**config.mk**
```make
export PLATFORM = sky130hd
export DESIGN_NAME = ascii_load_fifo
export DESIGN_NICKNAME = d
export VERILOG_FILES = /design/src/rtl/ascii_load_fifo.sv
export SDC_FILE = /design/constraint.sdc
export NUM_CORES = 1
export LEC_CHECK = 0
export CAP_MARGIN = 0
export CORE_ASPECT_RATIO = 1.2
export CORE_UTILIZATION = 47
export DETAILED_ROUTE_END_ITERATION = 12
export PLACE_DENSITY = 0.72
export SYNTH_ARGS = -nofsm -noshare
export SYNTH_HDL_FRONTEND = slang
export SYNTH_SLANG_ARGS = --single-unit
```
**constraint.sdc**
```tcl
create_clock -name clk25 -period 3.1 [get_ports clk25]
set_clock_uncertainty 0.15 [all_clocks]
set_input_delay 0.465 -clock clk25 [delete_from_list [all_inputs] [get_ports clk25]]
set_output_delay 0.465 -clock clk25 [all_outputs]
set_load 0.05 [all_outputs]
```
**src/rtl/ascii_load_fifo.sv**
```systemverilog
// Byte FIFO between the file-download port and a CPU-visible RX data/status register pair.
// Optional ASCII_LOAD_LF2CR_EN: store LF as CR and drop the LF of a CRLF pair.
module ascii_load_fifo #(
    parameter int DEPTH_LOG2 = 4,
    parameter int ADDR_W     = 14
) (
    input  logic              clk25,
    input  logic              rst,
    input  logic              ioctl_download,
    input  logic              ioctl_wr,
    input  logic [ADDR_W-1:0] ioctl_addr,
    input  logic [7:0]        ioctl_data,
    output logic              ioctl_wait,
    input  logic              cs,
    input  logic              address,
    output logic [7:0]        dout,
    output logic              data_ready,
    output logic              overrun
);
    localparam int DEPTH = 2 ** DEPTH_LOG2;
    localparam logic [DEPTH_LOG2:0] FULL   = {1'b1, {DEPTH_LOG2{1'b0}}};
    localparam logic [DEPTH_LOG2:0] ALMOST = FULL - 1'b1;

    logic [7:0]            mem [DEPTH];
    logic [DEPTH_LOG2-1:0] wr_ptr, rd_ptr, wptr_eff, rptr_eff;
    logic [DEPTH_LOG2:0]   count, cnt_eff;
    logic                  dl_q, cs_q;
    logic                  dl_rise, rd_edge, push_req, skip, full;
    logic                  pop, accept, drop, status_rd;
    logic [7:0]            wdata, head;

`ifdef ASCII_LOAD_LF2CR_EN
    logic last_cr;
`endif

    always_comb begin
        dl_rise   = ioctl_download & ~dl_q;
        rd_edge   = cs & ~cs_q;
        push_req  = ioctl_download & ioctl_wr;
        // A download rising edge flushes, so this cycle acts on an empty FIFO.
        cnt_eff   = dl_rise ? '0 : count;
        wptr_eff  = dl_rise ? '0 : wr_ptr;
        rptr_eff  = dl_rise ? '0 : rd_ptr;
`ifdef ASCII_LOAD_LF2CR_EN
        skip      = push_req & (ioctl_data == 8'h0A) & last_cr & ~dl_rise;
        wdata     = (ioctl_data == 8'h0A) ? 8'h0D : ioctl_data;
`else
        skip      = 1'b0;
        wdata     = ioctl_data;
`endif
        full      = (cnt_eff == FULL);
        pop       = rd_edge & ~address & (cnt_eff != '0);
        accept    = push_req & ~skip & (~full | pop);
        drop      = push_req & ~skip & full & ~pop;
        status_rd = rd_edge & address;
        head      = mem[rptr_eff];
    end

    assign data_ready = (count != '0);
    assign ioctl_wait = (count >= ALMOST);

    always_ff @(posedge clk25) begin
        if (accept) mem[wptr_eff] <= wdata;
    end

    always_ff @(posedge clk25 or posedge rst) begin
        if (rst) begin
            dl_q    <= 1'b0;
            cs_q    <= 1'b0;
            wr_ptr  <= '0;
            rd_ptr  <= '0;
            count   <= '0;
            overrun <= 1'b0;
            dout    <= 8'h00;
        end else begin
            dl_q    <= ioctl_download;
            cs_q    <= cs;
            wr_ptr  <= accept ? wptr_eff + 1'b1 : wptr_eff;
            rd_ptr  <= pop ? rptr_eff + 1'b1 : rptr_eff;
            count   <= cnt_eff + {{DEPTH_LOG2{1'b0}}, accept} - {{DEPTH_LOG2{1'b0}}, pop};
            // A drop in the same cycle as a status read survives into the next read.
            overrun <= drop | (overrun & ~status_rd & ~dl_rise);
            if (rd_edge) begin
                if (address)  dout <= {data_ready, overrun, 6'b0};
                else if (pop) dout <= {1'b1, head[6:0]};
                else          dout <= 8'h00;
            end
        end
    end

`ifdef ASCII_LOAD_LF2CR_EN
    always_ff @(posedge clk25 or posedge rst) begin
        if (rst)           last_cr <= 1'b0;
        else if (push_req) last_cr <= (ioctl_data == 8'h0D);
        else if (dl_rise)  last_cr <= 1'b0;
    end
`endif

    logic unused_ok;
    assign unused_ok = &{1'b0, ioctl_addr, head[7]};
endmodule

```
=== Word level (Yosys, flattened, before mapping) ===
Memories as Yosys holds them, arrays and structs flattened.
Index checks and enable logic that the tools add are counted.

* Register bits after elaboration: 24
* RAM bits: 128
* Input bits: 28
* Output and inout bits: 11
* Logic and storage cells: 45
* Memories: 1

{| class="wikitable"
|+ Memories
! name !! words !! bits a word !! rd ports !! clocked after memory_dff !! wr ports !! line !! text
|-
| mem || 16 || 8 || 1 || 0 || 1 || 24 || <nowiki>logic [7:0] mem [DEPTH];</nowiki>
|}

* Add/sub/neg operators: 4
* $lt $le $gt $ge: 1
* Equal/unequal tests: 1
* Multiplexer cells: 9
* Bitwise operators: 20
* Reduce and logical (&&, ||, !) cells: 2

{| class="wikitable"
|+ Operators with widths
! cell !! count
|-
| two-way mux 4 bit || 4
|-
| two-way mux 8 bit || 2
|-
| AND 1 bit || 11
|-
| nonzero test 5 bit || 2
|-
| adder 4 x 1 -> 4 bit, second input constant || 2
|-
| inverter 1 bit || 7
|-
| adder 5 x 1 -> 5 bit || 1
|-
| equality test 5 bit, second input constant || 1
|-
| greater-or-equal comparator 5 x 4 -> 1 bit, second input constant || 1
|-
| two-way mux 5 bit || 1
|-
| subtractor 5 x 1 -> 5 bit || 1
|-
| two-way mux 1 bit || 2
|-
| OR 1 bit || 2
|}

=== Logic depth before layout (Yosys ltp) ===
* Depth in word-level cells: 9
* Depth in mapped cells: 16
* Gate-level depth less buffers: 13

=== Worst setup path after synthesis ===
Ideal clock, no wire load.

* Path kind: input -> register
* From: input port ioctl_download
* To: register count[4]
* Library setup time: 0.123 ns
* Data arrival time: 2.925 ns
* Data required time: 2.827 ns
* Path slack: -0.098 ns
* Cell stages on the path: 16
* Path buffers: 3
* Cell sequence: nand2b_1 -> buf_4 -> buf_2 -> buf_2 -> nand2_1 -> ha_1 -> o21a_1 -> nor2_1 -> ha_1 -> inv_1 -> ha_1 -> fa_1 -> a21oi_1 -> nor2_1 -> nor2_1 -> xnor2_1

* Word-level cells in the longest chain between the ends: 8
* Elaborated cells on any way between the ends: 11
* Those cells by class: add/sub: 2; eq/ne: 1; mux: 1; bitwise: 6; reduce/logical: 1

{| class="wikitable"
|+ Ends and longest elaborated chain
! what !! line !! text
|-
| start: declaration || 9 || <nowiki>input logic ioctl_download,</nowiki>
|-
| AND 1 bit || 37 || <nowiki>dl_rise = ioctl_download & ~dl_q;</nowiki>
|-
| two-way mux 5 bit || 41 || <nowiki>cnt_eff = dl_rise ? '0 : count;</nowiki>
|-
| nonzero test 5 bit / equality test 5 bit (equally long branches) || 52, 51 ||
|-
| AND 1 bit / inverter 1 bit (equally long branches) || 52, 53 ||
|-
| OR 1 bit || 53 || <nowiki>accept = push_req & ~skip & (~full | pop);</nowiki>
|-
| AND 1 bit || 53 ||
|-
| adder 5 x 1 -> 5 bit || 80 || <nowiki>count <= cnt_eff + {{DEPTH_LOG2{1'b0}}, accept} - {{DEPTH_LOG2{1'b0}}, pop};</nowiki>
|-
| subtractor 5 x 1 -> 5 bit * || 80 ||
|-
| end signal: assignment || 80 ||
|-
| end: declaration || 26 || <nowiki>logic [DEPTH_LOG2:0] count, cnt_eff;</nowiki>
|}

Mark *: on every way between the ends. The rest lies on a longest branch, timed or not.
A chain may end at the register's enable or synchronous reset.

=== Worst setup path after layout ===
* From: register count[0]
* To: output port data_ready

* Word-level cells in the longest chain between the ends: 1

{| class="wikitable"
|+ Ends and longest elaborated chain
! what !! line !! text
|-
| nonzero test 5 bit || 59 || <nowiki>assign data_ready = (count != '0);</nowiki>
|-
| end: declaration || 17 || <nowiki>output logic data_ready,</nowiki>
|}

Every way passes these cells.

==> impl_metrics.py <==
metrics = {
    "run_status": {
        "status": "complete, no violations",
    },
    "global_routing": {
        "grt_pass1_vias": 3759,
        "grt_overflow": 0,
        "track_usage": 0.2064,
        "grt_max_degree": 43,
        "grt_pass1_wl_mm": 20.33,
        "antenna_found_initial": 0,
    },
    "flow_run": {
        "cap_violations": 0,
    },
    "worst_hold_path": {
        "hold_path_class": "register to register",
        "worstHoldEndpoint": "dout[7]$_DFFE_PP0N_",
        "hold_path_depth": 2,
        "min_from": "dout[7]$_DFFE_PP0N_",
    },
    "floorplanning": {
        "ios": 39,
        "core_um2": 12610,
        "die_x_um": 105.8,
        "die_h_um": 126.6,
        "die-area_um2": 13400,
        "std_cell_rows": 45,
        "initial_utilization": 0.4821,
    },
    "sta": {
        "setup_ws_ns": 0.1454,
        "worst_pin_slew_ns": 0.9696,
        "hold_viol": 0,
        "setup_violations": 0,
        "rsz0062_at_grt": "no",
        "slew_viol_final": 0,
        "max_freq_mhz": 338.5,
        "min_period_over_period": 0.9531,
        "relSlewSlack": 0.3529,
        "period_needed_ns": 2.955,
    },
    "detailed_routing": {
        "routed_wirelength_mm": 13.01,
        "dr.pass1.iters": 5,
        "wl_per_cell_um": 19.33,
        "vias": 3819,
        "ant_nets": 0,
        "m1WireLength_mm": 5.306,
        "via_per_inst": 5.675,
        "highest_layer": "met4",
        "met3_wirelength_um": 477,
        "wl_met2_mm": 6.761,
        "drtIter0Drc": 336,
        "drc": 0,
    },
    "worst_setup_path": {
        "crit_path_start_kind": "register",
        "cp_max_fo": 5,
        "critical_path_required_ns": 2.48,
        "worstSetupPathType": "register to primary output",
        "r2r-start": "dl_q$_DFF_PP0_",
        "cp-end-kind": "primary output",
        "reg2reg_slack_ns": 0.40,
        "r2r-end": "count[4]$_DFF_PP0_",
        "rr_worst_depth": 13,
        "crit_arrival_ns": 2.34,
    },
    "logic_synthesis": {
        "yosys-top-cells-area": "edfxtp_1 (55%), dfrtp_1 (9.9%), mux2_2 (4.4%), and2_1 (3.5%), a31oi_1 (2.7%)",
        "synth_ff_type": "edfxtp_1",
        "synth_xor_area_frac": 0.01440,
        "syn_area_um2": 6081,
        "yosys.area_share.simple": 0.1072,
        "synth_top_family_by_area": "simple AND/OR/NAND/NOR gates",
        "seq_area_frac_synth": 0.6519,
        "ys_types": 49,
        "syn-num-nets": 494,
        "synth_adder_area_share": 0.02593,
        "ys_ff_latch": 136,
        "synth_top_area_frac": 0.5531,
        "netlist_instances": 454,
        "yosys_warnings": 0,
        "synth_compound_area_frac": 0.09897,
        "synth_edf_count": 112,
        "synthMuxAreaShare": 0.05556,
        "synth_async_sr_flop_share": 0.1765,
        "avgSynthCellArea_um2": 13.39,
        "yosys.area.top_type": "edfxtp_1",
    },
    "placement": {
        "dpl_cell_area_um2": 6578,
        "gp_congestion": 0.7821,
        "io_buffers": 23,
        "place_hpwl_mm": 8.361,
        "dp_slack_ns": -0.1324,
        "dp.cells": 641,
    },
    "cells_and_area": {
        "drive_gt1_frac": 0.1965,
        "final_common_cell": "edfxtp_1",
        "area_delta_synth_final_pct": 17.80,
        "insertedDiodeCount": 0,
        "nets": 536,
        "layout_common_cells": "edfxtp_1 (112), nor2_1 (42), inv_1 (35), and2_1 (34), a31oi_1 (26)",
        "design_area_um2": 7163,
        "fin_cells": 673,
        "final_core_utilization": 0.5680,
    },
    "clock_tree": {
        "clkTransAtPathRegs_ns": 0.05,
        "cts_tree": "done",
        "cts-resized-gates": 0,
        "cts_buffer_depth": 2,
        "cts_sinks": 136,
        "clk_latency_ns": 0.42,
        "htree_levels": 4,
        "numCtsBuffers": 17,
        "cts_hold_buf": 0,
        "postCtsSetupRepairBufs": 0,
        "root_buffer": "clkbuf_16",
    },
    "pwr": {
        "peakVddDrop_mv": 0.3356,
        "power.density_nw_per_um2": 758.7,
        "power_leakage_nw": 2.677,
    },
}
==> cells by family (layout without fill, tap and decap cells) <==
logic type                 count (synthesis)  in the layout
AOI/OAI and AO/OA                         89             89
xor gates and xnor gates                  10             10
adders and majority gates                 12             12
buffers and inverters                     60            115
DFF                                      136            136
muxes                                     28             28
and+or+nand+nor                          119            119
==> power by group <==
group / leakage [nW] / total, mW / internal (mW) / switching (mW)
clock: 0.292 / 1.98 / 1.26 / 0.723
sequential: 1.32 / 2.23 / 2.10 / 0.126
combinational: 1.07 / 1.23 / 0.518 / 0.709
==> layer usage <==
layer  vias up  global-route usage
li1       1754                   -
met1      1923              0.2447
met2       106              0.3576
met3        36             0.03494
met4         0              0.1119
met5         -                   0
==> registers in the layout, summed over array words and instances (netlist names) <==
register and cells:
dl_q 1, cs_q 1, rd_ptr 4, overrun 1, mem 112, count 5
dout 8, wr_ptr 4
==> metrics by stage <==
step	total power [mW]	TNS, ns	hold WS (ns)
2_1_floorplan	3.098	0	0.3296
3_3_place_gp	3.454	-0.08765	0.3190
3_5_place_dp	3.488	-0.1324	0.3330
4_1_cts	5.451	0	0.3424
5_1_grt	5.624	0	0.3742
6_report	5.434	0	0.3497
==> critical path, cell delays in order, from the launching register on <==
cell and delay [ns]:
dfrtp_1 0.42, or2_2 0.32, or4_1 0.45, clkdlybuf4s50_1 0.73
==> cell type report <==
cell class,instances,area (µm²)
Fill cell,1005,5449
Sequential cell,136,3965
Multi-Input combinational cell,258,1846
Clock buffer,23,488.0
Timing Repair Buffer,48,430.4
Tap cell,164,205.2
Inverter,35,131.4
Clock inverter,9,97.59
==> Yosys cell counts, types with 6 or more instances <==
| cell type | instances |
|---|---|
| nand2_1 | 16 |
| o21ai_1 | 6 |
| a21oi_1 | 6 |
| dfrtp_1 | 24 |
| ha_1 | 11 |
| mux2_2 | 24 |
| a221o_1 | 6 |
| nor2_1 | 43 |
| o22ai_1 | 13 |
| and2_1 | 34 |
| buf_2 | 14 |
| xor2_1 | 6 |
| a31oi_1 | 26 |
| edfxtp_1 | 112 |
| o221ai_1 | 12 |
| o21ai_0 | 12 |
| inv_1 | 35 |
==> worst max-delay path by stage <==
stage / from / end / slack [ns]
2_1_floorplan: ioctl_download / count[4]$_DFF_PP0_ / 0.004
3_3_place_gp: cs / count[4]$_DFF_PP0_ / -0.09
3_5_place_dp: cs / count[4]$_DFF_PP0_ / -0.13
4_1_cts: count[0]$_DFF_PP0_ / data_ready / 0.14
5_1_grt: count[0]$_DFF_PP0_ / data_ready / 0.09
6_report: count[0]$_DFF_PP0_ / data_ready / 0.15
No activity file was read; power rests on OpenSTA's default activity.
